`src/rtl/calc_seq_if.sv`:
```
// Operand/op request and result bus between the operand registers and calc_seq_core.
interface calc_seq_if #(
  parameter int unsigned W      = 8,
  parameter int unsigned DIGITS = 4
) ();

  logic                  start;
  logic [1:0]            op;
  logic [W-1:0]          a;
  logic [W-1:0]          b;
  logic                  busy;
  logic                  done;
  logic [2*W-1:0]        result;
  logic [4*DIGITS-1:0]   bcd;
  logic [DIGITS-1:0]     dp;
  logic                  neg;
  logic                  div_err;
  logic                  ovf;

  modport master (
    output start, op, a, b,
    input  busy, done, result, bcd, dp, neg, div_err, ovf
  );

  modport slave (
    input  start, op, a, b,
    output busy, done, result, bcd, dp, neg, div_err, ovf
  );

endinterface

```
`src/rtl/calc_seq_core.sv`:
```
// Sequential calculator core: add/sub/shift-add mul/restoring div, then
// double-dabble to BCD with decimal-point, sign, overflow and div-by-zero flags.
module calc_seq_core #(
  parameter int unsigned W      = 8,
  parameter int unsigned DIGITS = 4,
  parameter int unsigned FRAC   = 1
) (
  input  logic      clk16M,
  input  logic      rst,
  calc_seq_if.slave bus
);

  localparam int unsigned W2 = 2 * W;
  localparam int unsigned BW = 4 * DIGITS;
  localparam int unsigned CW = $clog2(W2) + 1;

  function automatic logic [63:0] pow10(input int unsigned n);
    logic [63:0] p;
    p = 64'd1;
    for (int unsigned i = 0; i < n; i++) p = p * 64'd10;
    return p;
  endfunction

  localparam logic [W2-1:0]     FRAC_SCALE = W2'(pow10(FRAC));
  localparam logic [63:0]       OVF_LIMIT  = pow10(DIGITS);
  localparam logic [BW-1:0]     NINES      = {DIGITS{4'h9}};
  localparam logic [DIGITS-1:0] DP_DIV     = DIGITS'(1) << FRAC;

  localparam logic [1:0] OP_ADD = 2'd0;
  localparam logic [1:0] OP_SUB = 2'd1;
  localparam logic [1:0] OP_MUL = 2'd2;
  localparam logic [1:0] OP_DIV = 2'd3;

  typedef enum logic [1:0] {IDLE, CALC, CONV, DONE} state_t;

  state_t          state;
  logic [CW-1:0]   cnt;
  logic [1:0]      op_q;
  logic [W-1:0]    a_q;
  logic [W-1:0]    b_q;      // divisor, or multiplier shifted right during mul
  logic [W2-1:0]   res_q;    // mul accumulator / div quotient / final magnitude
  logic [W2-1:0]   sh_q;     // mul multiplicand, div dividend, then binary fed to BCD
  logic [W-1:0]    rem_q;
  logic [BW-1:0]   bcd_q;
  logic            neg_q;

  logic [W2-1:0]   add_c;
  logic [W2-1:0]   sub_c;
  logic [W2-1:0]   mul_acc_c;
  logic [W:0]      div_sh_c;
  logic            div_ge_c;
  logic [W-1:0]    div_rem_c;
  logic [W2-1:0]   quo_c;
  logic [BW-1:0]   dd_adj_c;
  logic [BW-1:0]   dd_next_c;
  logic            ovf_c;

  // Datapath step for each op plus one double-dabble step (adjust, then shift)
  always_comb begin
    add_c     = W2'(a_q) + W2'(b_q);
    sub_c     = (a_q >= b_q) ? W2'(a_q - b_q) : W2'(b_q - a_q);
    mul_acc_c = res_q + (b_q[0] ? sh_q : '0);
    div_sh_c  = {rem_q, sh_q[W2-1]};
    div_ge_c  = (div_sh_c >= {1'b0, b_q});
    div_rem_c = div_ge_c ? W'(div_sh_c - {1'b0, b_q}) : W'(div_sh_c);
    quo_c     = {res_q[W2-2:0], div_ge_c};
    dd_adj_c  = bcd_q;
    for (int i = 0; i < int'(DIGITS); i++) begin
      if (bcd_q[4*i +: 4] >= 4'd5) dd_adj_c[4*i +: 4] = bcd_q[4*i +: 4] + 4'd3;
    end
    dd_next_c = BW'({dd_adj_c, sh_q[W2-1]});
    ovf_c     = (64'(res_q) >= OVF_LIMIT);
  end

  // Sequencer: IDLE -> CALC -> CONV -> DONE, outputs loaded on entry to DONE
  always_ff @(posedge clk16M or negedge rst) begin
    if (!rst) begin
      state       <= IDLE;
      cnt         <= '0;
      op_q        <= OP_ADD;
      a_q         <= '0;
      b_q         <= '0;
      res_q       <= '0;
      sh_q        <= '0;
      rem_q       <= '0;
      bcd_q       <= '0;
      neg_q       <= 1'b0;
      bus.busy    <= 1'b0;
      bus.done    <= 1'b0;
      bus.result  <= '0;
      bus.bcd     <= '0;
      bus.dp      <= '0;
      bus.neg     <= 1'b0;
      bus.div_err <= 1'b0;
      bus.ovf     <= 1'b0;
    end else begin
      case (state)
        IDLE: begin
          if (bus.start) begin
            op_q     <= bus.op;
            a_q      <= bus.a;
            b_q      <= bus.b;
            cnt      <= '0;
            res_q    <= '0;
            rem_q    <= '0;
            bcd_q    <= '0;
            neg_q    <= 1'b0;
            bus.busy <= 1'b1;
            sh_q     <= (bus.op == OP_DIV) ? W2'(bus.a) * FRAC_SCALE : W2'(bus.a);
            if (bus.op == OP_DIV && bus.b == '0) begin
              // Divide by zero skips straight to DONE with only the error flag set
              state       <= DONE;
              bus.done    <= 1'b1;
              bus.result  <= '0;
              bus.bcd     <= '0;
              bus.dp      <= '0;
              bus.neg     <= 1'b0;
              bus.div_err <= 1'b1;
              bus.ovf     <= 1'b0;
            end else begin
              state <= CALC;
            end
          end
        end

        CALC: begin
          case (op_q)
            OP_ADD: begin
              res_q <= add_c;
              sh_q  <= add_c;
              cnt   <= '0;
              state <= CONV;
            end
            OP_SUB: begin
              res_q <= sub_c;
              sh_q  <= sub_c;
              neg_q <= (a_q < b_q);
              cnt   <= '0;
              state <= CONV;
            end
            OP_MUL: begin
              res_q <= mul_acc_c;
              sh_q  <= sh_q << 1;
              b_q   <= b_q >> 1;
              cnt   <= cnt + CW'(1);
              if (cnt == CW'(W - 1)) begin
                sh_q  <= mul_acc_c;
                cnt   <= '0;
                state <= CONV;
              end
            end
            default: begin
              rem_q <= div_rem_c;
              res_q <= quo_c;
              sh_q  <= sh_q << 1;
              cnt   <= cnt + CW'(1);
              if (cnt == CW'(W2 - 1)) begin
                sh_q  <= quo_c;
                cnt   <= '0;
                state <= CONV;
              end
            end
          endcase
        end

        CONV: begin
          bcd_q <= dd_next_c;
          sh_q  <= sh_q << 1;
          cnt   <= cnt + CW'(1);
          if (cnt == CW'(W2 - 1)) begin
            cnt         <= '0;
            state       <= DONE;
            bus.done    <= 1'b1;
            bus.result  <= res_q;
            bus.bcd     <= ovf_c ? NINES : dd_next_c;
            bus.dp      <= (op_q == OP_DIV) ? DP_DIV : '0;
            bus.neg     <= neg_q;
            bus.div_err <= 1'b0;
            bus.ovf     <= ovf_c;
          end
        end

        DONE: begin
          bus.done <= 1'b0;
          bus.busy <= 1'b0;
          state    <= IDLE;
        end

        default: state <= IDLE;
      endcase
    end
  end

endmodule

```
`src/flat_wrapper.sv`:
```
// flat-port wrapper written by rule: the top's interface ports become plain ports
module calc_seq_core_flat 
#(
  parameter int unsigned W      = 8,
  parameter int unsigned DIGITS = 4,
  parameter int unsigned FRAC   = 1
)
  (clk16M, rst, bus_start, bus_op, bus_a, bus_b, bus_busy, bus_done, bus_result, bus_bcd, bus_dp, bus_neg, bus_div_err, bus_ovf);
  calc_seq_if #(.W(W), .DIGITS(DIGITS)) bus_i ();
  input  logic clk16M;
  input  logic rst;
  input wire logic [$bits(bus_i.start)-1:0] bus_start;
  input wire logic [$bits(bus_i.op)-1:0] bus_op;
  input wire logic [$bits(bus_i.a)-1:0] bus_a;
  input wire logic [$bits(bus_i.b)-1:0] bus_b;
  output wire logic [$bits(bus_i.busy)-1:0] bus_busy;
  output wire logic [$bits(bus_i.done)-1:0] bus_done;
  output wire logic [$bits(bus_i.result)-1:0] bus_result;
  output wire logic [$bits(bus_i.bcd)-1:0] bus_bcd;
  output wire logic [$bits(bus_i.dp)-1:0] bus_dp;
  output wire logic [$bits(bus_i.neg)-1:0] bus_neg;
  output wire logic [$bits(bus_i.div_err)-1:0] bus_div_err;
  output wire logic [$bits(bus_i.ovf)-1:0] bus_ovf;
  assign bus_i.start = bus_start;
  assign bus_i.op = bus_op;
  assign bus_i.a = bus_a;
  assign bus_i.b = bus_b;
  assign bus_busy = bus_i.busy;
  assign bus_done = bus_i.done;
  assign bus_result = bus_i.result;
  assign bus_bcd = bus_i.bcd;
  assign bus_dp = bus_i.dp;
  assign bus_neg = bus_i.neg;
  assign bus_div_err = bus_i.div_err;
  assign bus_ovf = bus_i.ovf;
  calc_seq_core #(.W(W), .DIGITS(DIGITS), .FRAC(FRAC)) u_core (.clk16M(clk16M), .rst(rst), .bus(bus_i));
endmodule
```
`config.mk`:
```
export PLATFORM = sky130hd
export DESIGN_NAME = calc_seq_core_flat
export DESIGN_NICKNAME = d
export VERILOG_FILES = /design/src/rtl/calc_seq_if.sv /design/src/rtl/calc_seq_core.sv /design/src/flat_wrapper.sv
export SDC_FILE = /design/constraint.sdc
export NUM_CORES = 1
export LEC_CHECK = 0
export ABC_AREA = 1
export BUFFER_PORTS_ARGS = -buffer_cell sky130_fd_sc_hd__buf_4
export CAP_MARGIN = 15
export CORE_UTILIZATION = 55
export CTS_BUF_LIST = sky130_fd_sc_hd__clkbuf_16
export DETAILED_ROUTE_END_ITERATION = 8
export PLACE_DENSITY = 0.83
export SYNTH_ARGS = -nofsm -noshare
export SYNTH_HDL_FRONTEND = slang
export SYNTH_SLANG_ARGS = --single-unit
```
`constraint.sdc`:
```
create_clock -name clk16M -period 6.84 [get_ports clk16M]
set_input_delay 0.684 -clock clk16M [delete_from_list [all_inputs] [get_ports clk16M]]
set_output_delay 0.684 -clock clk16M [all_outputs]
set_load 0.02 [all_outputs]
```
==> flow_summary.yaml <==
grt:
  antenna_found_initial: 0
  grt_pass1_wl_microns: 44100
  grt_pass1_vias: 8666
  grt_max_degree: 77
  overflow: 0
  grt_use_total_pct: 31.8
pwr:
  max-vdd-ir-drop_mv: 0.304
  power.internal_w: 0.00260
  pwr-share-comb_pct: 62.3
  power_density_nw_per_um2: 527
  power.switching_w: 0.00295
  p_sw_share_pct: 53.2
  pwr-share-clk_pct: 16.0
  p_leak_nw: 5.49
  seqPwrFrac_pct: 21.8
floorplanning:
  coreArea_sq_um: 16700
  initial_core_util_pct: 56.6
  die_h_microns: 133
  ios: 62
  rows: 47
  die-area_sq_um: 17700
  die_width_microns: 133
clock_tree:
  cts_root_buf: "clkbuf_16"
  cts_buffer_depth: 2
  clk_latency_ns: 0.43
  cts_setup_buffers: 0
  clk_pin_slew_ns: 0.06
  cts_resized: 0
  postCtsHoldBufs: 0
  clock_sink_count: 120
  htreeDepth: 4
  numCtsBuffers: 17
  cts_tree: "done"
layout:
  regArea_sq_um: 3000
  antenna_cells: 0
  drive_gt1_share_pct: 9.82
  utilization_pct: 63.0
  fillers: 1523
  multi_input_area_sq_um: 5530
  areaGrowthSynthToFinish_pct: 11.3
  nets: 1509
synthesis:
  synthesis.instances: 1368
  syn_area_sq_um: 9450
  synth.distinct_cells: 51
  synth_flop_cell: "dfrtp_1"
  synth.avg_cell_area_sq_um: 6.91
  ys_seq_elements: 120
  synth_enable_flop_cells: 0
  synthArstFlopShare_pct: 100
  yosysSeqAreaShare_pct: 31.8
  ys_warn_count: 0
route:
  drtIter0Drc: 860
  drcViolationCount: 0
  postRouteAntennaNets: 0
  drtPass1Iterations: 6
  num_vias: 9294
  wire_per_inst_microns: 16.6
  drt_wl_total_microns: 27100
  viasPerCell: 5.68
placed_design:
  gp_congestion: 0.980
  dpl.hpwl_microns: 20200
  portBuffers: 58
sta:
  slew-limit-headroom_pct: 33.1
  hold_viol_final: 0
  clock.fmax_mhz: 267
  layout_min_cycle_time_ns: 3.75
  finalCritPeriodShare_pct: 54.8
  drv_slew: 0
  setup_tns_ns: 0
  grt_setup_unrepaired: "false"
  setup_viol: 0
  skew_ns: 0.00851
  worst_pin_slew_ns: 1.00
critical_path:
  cp.arrival_ns: 4.10
  cp_data_required_time_ns: 7.20
  cp_max_fo: 22
  startpoint_type: "register"
  crit_path_end_kind: "register"
  criticalPathCategory: "register to register"
run_status:
  status: "complete, no violations"
min_path:
  hold_class: "input port to asynchronous set/reset pin"
job:
  max-cap-violations: 0
Yosys cell counts, types with 2 or more instances:
cell type / number / area, sq um
nand2_1: 420 / 1580
inv_1: 172 / 646
dfrtp_1: 120 / 3000
nor2_1: 97 / 364
nand3_1: 86 / 430
o21ai_0: 86 / 430
ha_1: 76 / 951
a21oi_1: 63 / 315
o21ai_1: 34 / 170
clkbuf_1: 18 / 67.6
buf_2: 15 / 75.1
xor2_1: 14 / 123
nand4_1: 13 / 81.3
inv_2: 12 / 45.0
a22oi_1: 11 / 82.6
o31ai_1: 11 / 82.6
nand2_2: 9 / 56.3
o211ai_1: 9 / 67.6
nand3_2: 8 / 80.1
nand3b_1: 8 / 60.1
a31oi_1: 6 / 37.5
buf_4: 6 / 45.0
fa_1: 6 / 120
xnor2_1: 6 / 52.6
clkinv_1: 5 / 18.8
nor2_2: 5 / 31.3
a211oi_1: 4 / 30.0
a21oi_2: 4 / 35.0
o22ai_1: 4 / 25.0
or2_2: 4 / 25.0
a21o_1: 3 / 22.5
nor2_4: 3 / 33.8
nor3_1: 3 / 15.0
o211ai_2: 3 / 37.5
a221oi_1: 2 / 17.5
a32o_1: 2 / 20.0
and2_1: 2 / 12.5
buf_1: 2 / 7.51
nand4_2: 2 / 25.0
nor4_1: 2 / 12.5
or2_1: 2 / 12.5
worst max-delay path, stage by stage (launching register included):
cell and delay, ns:
dfrtp_1 0.43, inv_1 0.11, ha_1 0.67, inv_1 0.57, nor2_1 0.90, inv_1 0.22, nor2_1 0.49, nand3_1 0.18
nand2_1 0.11
area by class of cell:
| type | instances | area share (%) |
|---|---|---|
| inverters | 189 | 6.74 |
| well taps | 220 | 2.62 |
| clock inverters | 11 | 1.28 |
| flip-flops and latches | 120 | 28.5 |
| repair buffers | 60 | 4.28 |
| multi-input cells | 1018 | 52.5 |
| clock buffers | 17 | 4.04 |
stage by stage:
stage | hold WS [ns] | cells | power [W] | setup slack (ns) | instance area (sq um)
after floorplan | 0.388 | 1370 | 0.00373 | 4.38 | 9460
after global placement | 0.468 | 1607 | 0.00449 | 3.43 | 9960
after detailed placement | 0.471 | 1607 | 0.00455 | 3.20 | 9960
after CTS | 0.266 | 1635 | 0.00547 | 3.16 | 10500
after global routing | 0.303 | 1635 | 0.00597 | 2.83 | 10500
final | 0.241 | 1635 | 0.00555 | 3.09 | 10500
flip-flops by register name, summed over array words and instances, names as in the netlist, 2 cells and up:
register / count
u_core.bcd_q: 16
u_core.bus.bcd: 16
u_core.bus.result: 16
u_core.res_q: 16
u_core.sh_q: 16
u_core.a_q: 8
u_core.b_q: 8
u_core.rem_q: 8
u_core.cnt: 5
u_core.op_q: 2
u_core.state: 2
power groups by stage:
stage / sequential (W) / clock, W / combinational, W
floorplan: 0.00121 / 0 / 0.00252
global placement: 0.00120 / 0 / 0.00329
detailed placement: 0.00121 / 0 / 0.00335
CTS: 0.00120 / 0.000885 / 0.00339
global route: 0.00123 / 0.000919 / 0.00382
finish: 0.00121 / 0.000886 / 0.00345
cell families (layout without fill, tap and decap cells):
kind of cell	after synthesis	after routing	synth area share, %
compound gates	247	247	15.1
xor+xnor	20	20	1.85
fa+ha+maj	82	82	11.3
buf+inv	232	277	9.85
flops	120	120	31.8
other cells	1	3	0.0397
simple gates	666	666	30.1
placed cells by master (no fill, tap or decap), types with 5 or more instances in the layout:
master,count
o21ai_0,86
dfrtp_1,120
clkinv_1,8
xor2_1,14
nand2_1,420
nor2_1,97
clkbuf_16,17
nand3_2,8
nand3_1,86
buf_4,60
a21oi_1,63
o31ai_1,11
xnor2_1,6
inv_2,12
ha_1,76
o21ai_1,34
a22oi_1,11
a31oi_1,6
nand4_1,13
nand2_2,9
fa_1,6
o211ai_1,9
nor2_2,5
inv_1,172
nand3b_1,8
final timing paths:
| check | from | to | slack (ns) | cells after the start |
|---|---|---|---|---|
| worst max-delay path | u_core.state[1]$_DFFE_PN0P_ | u_core.rem_q[6]$_DFFE_PN0P_ | 3.09 | 8 |
| worst min register to register | u_core.bus.bcd[10]$_DFFE_PN0P_ | u_core.bus.bcd[10]$_DFFE_PN0P_ | 0.48 | 2 |
| worst max register to register | u_core.state[1]$_DFFE_PN0P_ | u_core.rem_q[6]$_DFFE_PN0P_ | 3.09 | 8 |
| worst min-delay path | rst | u_core.bcd_q[11]$_DFFE_PN0P_ | 0.24 | 1 |
| max in group asynchronous | rst | u_core.b_q[2]$_DFFE_PN0P_ | 5.19 | 2 |
| min in group clk16M | u_core.bus.bcd[10]$_DFFE_PN0P_ | u_core.bus.bcd[10]$_DFFE_PN0P_ | 0.48 | 2 |
layer usage:
layer | vias to the layer above | wire (microns) | part of all wire [%] | track usage [%]
met4 | 0 | 724 | 2.7 | 12.2
met3 | 57 | 1970 | 7.3 | 4.45
met2 | 417 | 12300 | 45 | 50.1
met1 | 4331 | 12100 | 45 | 44.5
li1 | 4489 | - | - | -
met5 | - | 0 | 0 | 0
Power figures use the tool's default switching activity.
